<file path="config.mk">
export PLATFORM = sky130hd
export DESIGN_NAME = ripple_count_reader
export DESIGN_NICKNAME = d
export VERILOG_FILES = /design/src/rtl/ripple_count_reader.sv
export SDC_FILE = /design/constraint.sdc
export NUM_CORES = 1
export LEC_CHECK = 0
export CAP_MARGIN = 15
export CORE_MARGIN = 2
export CORE_UTILIZATION = 60
export CTS_CLUSTER_SIZE = 24
export DETAILED_ROUTE_END_ITERATION = 10
export DONT_BUFFER_PORTS = 1
export PLACE_DENSITY = 0.76
export SYNTH_ARGS = -nofsm -noshare
export SYNTH_HDL_FRONTEND = slang
export SYNTH_SLANG_ARGS = --single-unit
</file>
<file path="constraint.sdc">
create_clock -name clk -period 2.3 [get_ports clk]
set_clock_uncertainty 0.15 [all_clocks]
set_input_delay 0.46 -clock clk [delete_from_list [all_inputs] [get_ports clk]]
set_output_delay 0.46 -clock clk [all_outputs]
set_load 0.02 [all_outputs]
</file>
<file path="src/rtl/ripple_count_reader.sv">
// Synchronizes and debounces the bus of an asynchronous ripple counter, publishing only settled counts.
// Define RIPPLE_GLITCH_COUNT_EN to add the glitch_cnt output (candidates abandoned before acceptance).
module ripple_count_reader #(
    parameter int WIDTH         = 4,
    parameter int STABLE_CYCLES = 2
) (
    input  logic             clk,
    input  logic             reset,
    input  logic [WIDTH-1:0] cnt_in,
    output logic [WIDTH-1:0] count_out,
    output logic             update,
    output logic [WIDTH-1:0] delta,
    output logic             wrap
`ifdef RIPPLE_GLITCH_COUNT_EN
    ,
    output logic [7:0]       glitch_cnt
`endif
);

    localparam logic [3:0] STAB = 4'(STABLE_CYCLES);

    logic [WIDTH-1:0] s1_q, s1_d;
    logic [WIDTH-1:0] s2_q, s2_d;
    logic [WIDTH-1:0] cand_q, cand_d;
    logic [3:0]       stab_q, stab_d;
    logic [WIDTH-1:0] count_q, count_d;
    logic [WIDTH-1:0] delta_q, delta_d;
    logic             update_q, update_d;
    logic             wrap_q, wrap_d;
`ifdef RIPPLE_GLITCH_COUNT_EN
    logic [7:0]       glitch_q, glitch_d;

    function automatic logic [7:0] sat_inc8(input logic [7:0] v);
        return (v == 8'hFF) ? v : v + 8'd1;
    endfunction
`endif

    function automatic logic [WIDTH-1:0] mod_diff(input logic [WIDTH-1:0] a, input logic [WIDTH-1:0] b);
        return a - b;
    endfunction

    always_comb begin
        s1_d     = cnt_in;
        s2_d     = s1_q;
        cand_d   = cand_q;
        stab_d   = stab_q;
        count_d  = count_q;
        delta_d  = delta_q;
        update_d = 1'b0;
        wrap_d   = 1'b0;
`ifdef RIPPLE_GLITCH_COUNT_EN
        glitch_d = glitch_q;
`endif
        if (s2_q != cand_q) begin
            cand_d = s2_q;
            stab_d = 4'd0;
`ifdef RIPPLE_GLITCH_COUNT_EN
            if (stab_q < STAB) begin
                glitch_d = sat_inc8(glitch_q);
            end
`endif
        end else if (stab_q < STAB) begin
            stab_d = stab_q + 4'd1;
            // A candidate that settles back on the published value produces no event.
            if ((stab_q + 4'd1 == STAB) && (cand_q != count_q)) begin
                count_d  = cand_q;
                delta_d  = mod_diff(cand_q, count_q);
                update_d = 1'b1;
                wrap_d   = (cand_q < count_q);
            end
        end
    end

    always_ff @(posedge clk) begin
        if (reset) begin
            s1_q     <= '0;
            s2_q     <= '0;
            cand_q   <= '0;
            stab_q   <= STAB;
            count_q  <= '0;
            delta_q  <= '0;
            update_q <= 1'b0;
            wrap_q   <= 1'b0;
`ifdef RIPPLE_GLITCH_COUNT_EN
            glitch_q <= 8'd0;
`endif
        end else begin
            s1_q     <= s1_d;
            s2_q     <= s2_d;
            cand_q   <= cand_d;
            stab_q   <= stab_d;
            count_q  <= count_d;
            delta_q  <= delta_d;
            update_q <= update_d;
            wrap_q   <= wrap_d;
`ifdef RIPPLE_GLITCH_COUNT_EN
            glitch_q <= glitch_d;
`endif
        end
    end

    assign count_out = count_q;
    assign update    = update_q;
    assign delta     = delta_q;
    assign wrap      = wrap_q;
`ifdef RIPPLE_GLITCH_COUNT_EN
    assign glitch_cnt = glitch_q;
`endif

endmodule
</file>
==> qor.txt, run 1 <==
Area after DPL: 1120 um^2
Post-CTS Resized: 0
Hold EP: count_out[3]
Total grt overflow: 0
Final Cycle Share: 86.9%
GRT Total Usage: 19.4%
Final core occ: 67.2%
Slowest CP cell: and4b_1
HPWL Detailed: 1.26 mm
Setup-failing EPs final: 0
Final wirelength: 1.78 mm
Critical Path End Type: flip-flop
Initial Util: 63.8%
Place WS: 374 ps
Launching point of the worst reg2reg path: count_out[3]
GP Congestion: 0.917
Largest net degree at the start of global routing: 28
TritonCTS Buffers: 3
Root Driver: clkbuf_4
Commonest non-fill, non-tap cells in the layout: dfxtp_1 (26), nor2b_1 (13), a21oi_1 (9)
Die X: 47.1 um
Setup TNS Final: 0 ps
DR iter-0 viols: 9
Die Height: 47.1 um
Critical path data required time: 2380 ps
WP depth: 6
CP Cell Sequence: inv_1, ha_1, nand4_1, and4b_1, nand2_4, a2111oi_4
Vias/cell: 5.26
Vias: 715
Ys Warns: 0
CP Max Fanout: 8
Max transition margin: 69.3%
Finished Cell Area: 1170 um^2
Unrepaired setup endpoints after global routing: false
Pwr dens: 714 nW/um^2
Unique cell type count in the Yosys netlist: 27
Core Area: 1750 um^2
# IOs: 16
TritonRoute pass-1 iters: 3
Sink Count: 26
Post-route insts no fill: 136
Worst Hold Depth: 1
Wire length per cell: 13.1 um
Hold path startpoint: reset
Worst R2R End: wrap
Status: completed
Worst Reg-to-Reg Cells: 6
Lkg Pwr: 0.000432 uW
Row count: 15
Area grow syn2layout: 5.39%
Clk buf depth: 2
Slew Viols, Final: 0
DRC viols: 0
CTS tree: yes
Worst-margin pin slew: 459 ps
Final Hold Viols: 0
Hold Buf Count CTS: 0
Crit path DAT: 2080 ps
Max VDD drop: 0.000449 V
# nets final: 125
Flop2flop setup slack: 300 ps
Clock network latency to the later pin of the worst-skew pair: 320 ps
Post-Syn Area per Cell: 10.1 um^2
HP Class: in -> reg
Max Cap Viol: 0
H-tree level count: 1
Startpoint types: flip-flop
Placed cell count: 132
DIE AREA: 2220 um^2
Fillers: 157
Top delay family on crit path: simple AND/OR/NAND/NOR gates
Initial antenna violation count: 0
Layout cell share with drive strength beyond 1: 9.01%
PortBufs: 0
Commonest non-fill, non-tap cell in the layout: dfxtp_1
Post-route ant nets: 0
Ant diodes: 0
Cells after synthesis: 110
Seq/Total Area, Yosys: 46.7%
Number of setup buffers added after CTS: 0
Post-Synthesis Cell Area: 1110 um^2
Vias in the first global route: 658
Post-synth net total: 123
Tmin final: 2000 ps
Fin worst setup slack: 301 ps
First-pass GRT wire length: 2.95 mm
Clock Pin Slew Worst Setup and Hold Paths: 140 ps
#FFs+latches synth: 26
FMAX: 500 MHz
CP bufs+invs: 1
CP peak stage delay: 430 ps
Worst setup path category: reg -> reg
## where the power goes
| group | internal, uW | switching, uW | leakage, uW |
|---|---|---|---|
| Sequential | 463 | 9.91 | 0.000212 |
| Combinational | 25.5 | 31.3 | 0.000192 |
| Clock | 176 | 133 | 0.0000279 |
## stage by stage
step	total power, uW	hold slack (ps)
2_1_floorplan	547	264
3_3_place_gp	538	268
3_5_place_dp	539	273
4_1_cts	849	19.2
5_1_grt	876	5.23
6_report	839	37.6
## layout make-up
| cell class | instances | area [um^2] | share of cell area, % |
|---|---|---|---|
| well taps | 25 | 31.3 | 2.67 |
| clock buffers | 3 | 22.5 | 1.92 |
| multi-input cells | 72 | 524 | 44.7 |
| clock inverters | 1 | 30.0 | 2.56 |
| inverters | 6 | 22.5 | 1.92 |
| repair buffers | 3 | 22.5 | 1.92 |
| flip-flops and latches | 26 | 520 | 44.3 |
## per-layer routing
layer | routed length (um) | vias up | GRT usage [%] | part of all wire (%)
met4 | 15 | 0 | 10.0 | 0.84
met3 | 79 | 2 | 6.54 | 4.4
met1 | 851 | 323 | 25.8 | 48
met2 | 837 | 13 | 27.9 | 47
met5 | 0 | - | 0 | 0
li1 | - | 377 | - | -
## cell families (layout without fill, tap and decap cells)
family / after synthesis / count (layout) / synth area share [%]
adder cells (fa/ha/maj): 7 / 7 / 8.54
XOR/XNOR: 6 / 6 / 4.72
AO/OA/AOI/OAI: 22 / 22 / 13.3
AND/OR/NAND/NOR: 37 / 37 / 20.6
flip-flops: 26 / 26 / 46.7
buffers and inverters: 12 / 13 / 6.18
## sequential cells by signal, summed over array words and instances (netlist names)
name / flops
s1_q: 4
s2_q: 4
delta: 4
stab_q: 4
cand_q: 4
count_out: 4
update: 1
wrap: 1
## cells in the mapped netlist (all sizes together)
| master | number | area share [%] |
|---|---|---|
| a21o | 2 | 1.3 |
| xnor2 | 6 | 4.7 |
| a21oi | 9 | 4.0 |
| ha | 6 | 6.7 |
| nor2 | 7 | 2.4 |
| nand2 | 1 | 1.0 |
| inv | 6 | 2.0 |
| clkbuf | 4 | 1.3 |
| nand4 | 2 | 1.1 |
| buf | 2 | 2.8 |
| nor2b | 13 | 7.3 |
| a2111oi | 1 | 2.5 |
| and4b | 1 | 0.90 |
| o31ai | 1 | 0.67 |
| and4 | 1 | 0.79 |
| dfxtp | 26 | 47 |
| o21ai | 6 | 2.7 |
| nand3 | 5 | 2.2 |
| nor3 | 4 | 2.8 |
| fa | 1 | 1.8 |
| nand2b | 1 | 0.56 |
| a211oi | 2 | 1.3 |
| nand4b | 1 | 0.79 |
| o21bai | 1 | 0.67 |
| nor3b | 1 | 0.67 |
## worst max-delay path by stage
stage | startpoint | end | slack, ps
after detailed placement | count_out[3] | wrap | 370
after floorplan | count_out[3] | wrap | 410
after CTS | count_out[3] | wrap | 320
final | count_out[3] | wrap | 300
after global placement | count_out[3] | wrap | 410
after global routing | count_out[3] | wrap | 210
(Power assumes the default switching activity.)
==> run 2, diff against run 1 <==
Settings changed: PLACE_DENSITY 0.76 to 0.81, SKIP_LAST_GASP set to 1.
==> run 2 against run 1 <==
Against the previous run:
- via count increased by 6.2%
- routed wire length increased by 8.7%
- die area unchanged
- critical path depth unchanged
- register-to-register slack got worse by 30 ps
- utilization unchanged
- combinational power increased by 3.5%
- design area unchanged
==> qor.txt, run 2 (synthesized netlist as in run 1, its figures left out) <==
Worst Reg-to-Reg Cells: 6 (unchanged)
Post-route insts no fill: 136 (unchanged)
Final Cycle Share: 88.3% (+1.4 points)
Core Area: 1750 um^2 (unchanged)
Final wirelength: 1.94 mm (+8.7%)
Vias in the first global route: 750 (+14%)
CP Cell Sequence: inv_1, ha_1, nand4_1, and4b_1, nand2_4, a2111oi_4
Max VDD drop: 0.000408 V (-9.3%)
# IOs: 16 (unchanged)
Clock Pin Slew Worst Setup and Hold Paths: 140 ps (about the same)
Flop2flop setup slack: 270 ps (-30 ps)
Status: completed
Layout cell share with drive strength beyond 1: 9.01% (unchanged)
Hold EP: s2_q[0]
Hold path startpoint: reset
GRT Total Usage: 21.0% (+1.6 points)
CTS tree: yes
Sink Count: 26 (unchanged)
Area grow syn2layout: 5.39% (unchanged)
Clk buf depth: 2 (unchanged)
Finished Cell Area: 1170 um^2 (unchanged)
Max Cap Viol: 0 (unchanged)
Die Height: 47.1 um (unchanged)
Critical Path End Type: flip-flop
PortBufs: 0 (unchanged)
# nets final: 125 (unchanged)
Startpoint types: flip-flop
Unrepaired setup endpoints after global routing: false
Tmin final: 2030 ps (+32.9 ps)
Crit path DAT: 2110 ps (+30 ps)
Final Hold Viols: 0 (unchanged)
Switching Power: 179 uW (+2.8%)
Register area: 520 um^2 (unchanged)
Largest net degree at the start of global routing: 28 (unchanged)
DRC viols: 0 (unchanged)
Die X: 47.1 um (unchanged)
Post-CTS Resized: 0 (unchanged)
Worst R2R End: wrap
Logic pwr share: 7.0% (+0.2 points)
FMAX: 492 MHz (-1.6%)
Worst Hold Depth: 1 (unchanged)
Total grt overflow: 0 (unchanged)
Vias/cell: 5.58 (+6.2%)
Slowest CP cell: and4b_1
Row count: 15 (unchanged)
DR iter-0 viols: 14 (+5)
Clock power share: 36.9% (about the same)
TritonRoute pass-1 iters: 4 (+1)
TritonCTS Buffers: 3 (unchanged)
Slew Viols, Final: 0 (unchanged)
DIE AREA: 2220 um^2 (unchanged)
Hold Buf Count CTS: 0 (unchanged)
GP Congestion: 0.958 (+4.5%)
Ant diodes: 0 (unchanged)
HPWL Detailed: 1.40 mm (+11%)
Critical path data required time: 2380 ps (about the same)
Post-route ant nets: 0 (unchanged)
Setup TNS Final: 0 ps (unchanged)
Setup-failing EPs final: 0 (unchanged)
Initial Util: 63.8% (unchanged)
Root Driver: clkbuf_4
Sequential Power Share: 56.1% (-0.3 points)
Clock network latency to the later pin of the worst-skew pair: 310 ps (about the same)
GRT Max-Usage Layer: met2
Lkg Pwr: 0.000432 uW (unchanged)
Number of setup buffers added after CTS: 0 (unchanged)
First-pass GRT wire length: 3.23 mm (+9.6%)
Initial antenna violation count: 0 (unchanged)
Worst setup path category: reg -> reg
Commonest non-fill, non-tap cell in the layout: dfxtp_1
Placed cell count: 132 (unchanged)
Sw Share: 21.2% (+0.45 points)
CP peak stage delay: 430 ps (about the same)
Fillers: 147 (-6.4%)
Area after DPL: 1120 um^2 (unchanged)
GR Util met3: 5.38% (-1.2 points)
Wire length per cell: 14.3 um (+8.7%)
Launching point of the worst reg2reg path: count_out[3]
Area of the multi-input gates: 524 um^2 (unchanged)
Pwr dens: 719 nW/um^2 (+0.59%)
Met1 global-route usage: 26.0% (+0.12 points)
Worst-margin pin slew: 466 ps (+6.75 ps)
Pint: 664 uW (about the same)
HP Class: in -> reg
H-tree level count: 1 (unchanged)
Routing usage on met2: 34.5% (+6.6 points)
CP Max Fanout: 8 (unchanged)
Commonest non-fill, non-tap cells in the layout: dfxtp_1 (26), nor2b_1 (13), a21oi_1 (9)
Vias: 759 (+6.2%)
Max transition margin: 68.9% (-0.45 points)
run 2: cell counts in the layout (fill, tap and decap cells not counted):
No cell type changed its count.
run 2: power by group through the flow:
stage               Combinational (uW)  Clock [uW]  Sequential (uW)
CTS                               58.9         316              473
finish                            58.8         311              473
floorplan                         66.3           0              481
detailed placement                58.0           0              483
global placement                  55.2           0              482
global route                      66.5         334              475
run 2: through the flow:
| stage | util (%) | setup slack (ps) | power, uW | hold slack, ps |
|---|---|---|---|---|
| after floorplan | - | 408 | 547 | 264 |
| after global routing | 67.2 | 162 | 875 | 13.9 |
| final | 67.2 | 268 | 843 | 40.7 |
| after CTS | 67.2 | 270 | 848 | 33.5 |
| after detailed placement | 64.2 | 323 | 541 | 273 |
| after global placement | 64.2 | 408 | 537 | 267 |
run 2: critical path: cells and delay by family, from the launching register on:
kind | cells | cell delay [ps]
compound gates | 1 | 320
fa+ha+maj | 1 | 380
buf+inv | 1 | 50
flops | 1 | 350
simple gates | 3 | 700
run 2: cell type report:
cell class	count	share of cell area, %
flip-flops and latches	26	44.3
multi-input cells	72	44.7
clock inverters	1	2.56
clock buffers	3	1.92
repair buffers	3	1.92
inverters	6	1.92
well taps	25	2.67
run 2: how the worst max path moves through the flow:
stage               slack (ps)  cells past startpoint  endpoint         start
finish                     270                      6      wrap  count_out[3]
global route               160                      6      wrap  count_out[3]
CTS                        270                      6      wrap  count_out[3]
detailed placement         320                      6      wrap  count_out[3]
global placement           410                      5      wrap  count_out[0]
floorplan                  410                      7      wrap  count_out[3]
run 2: routing by layer:
metal | part of all wire [%] | vias to the layer above
met2 | 49 | 20
li1 | - | 377
met4 | 0.98 | 0
met5 | 0 | -
met3 | 4.5 | 2
met1 | 45 | 360
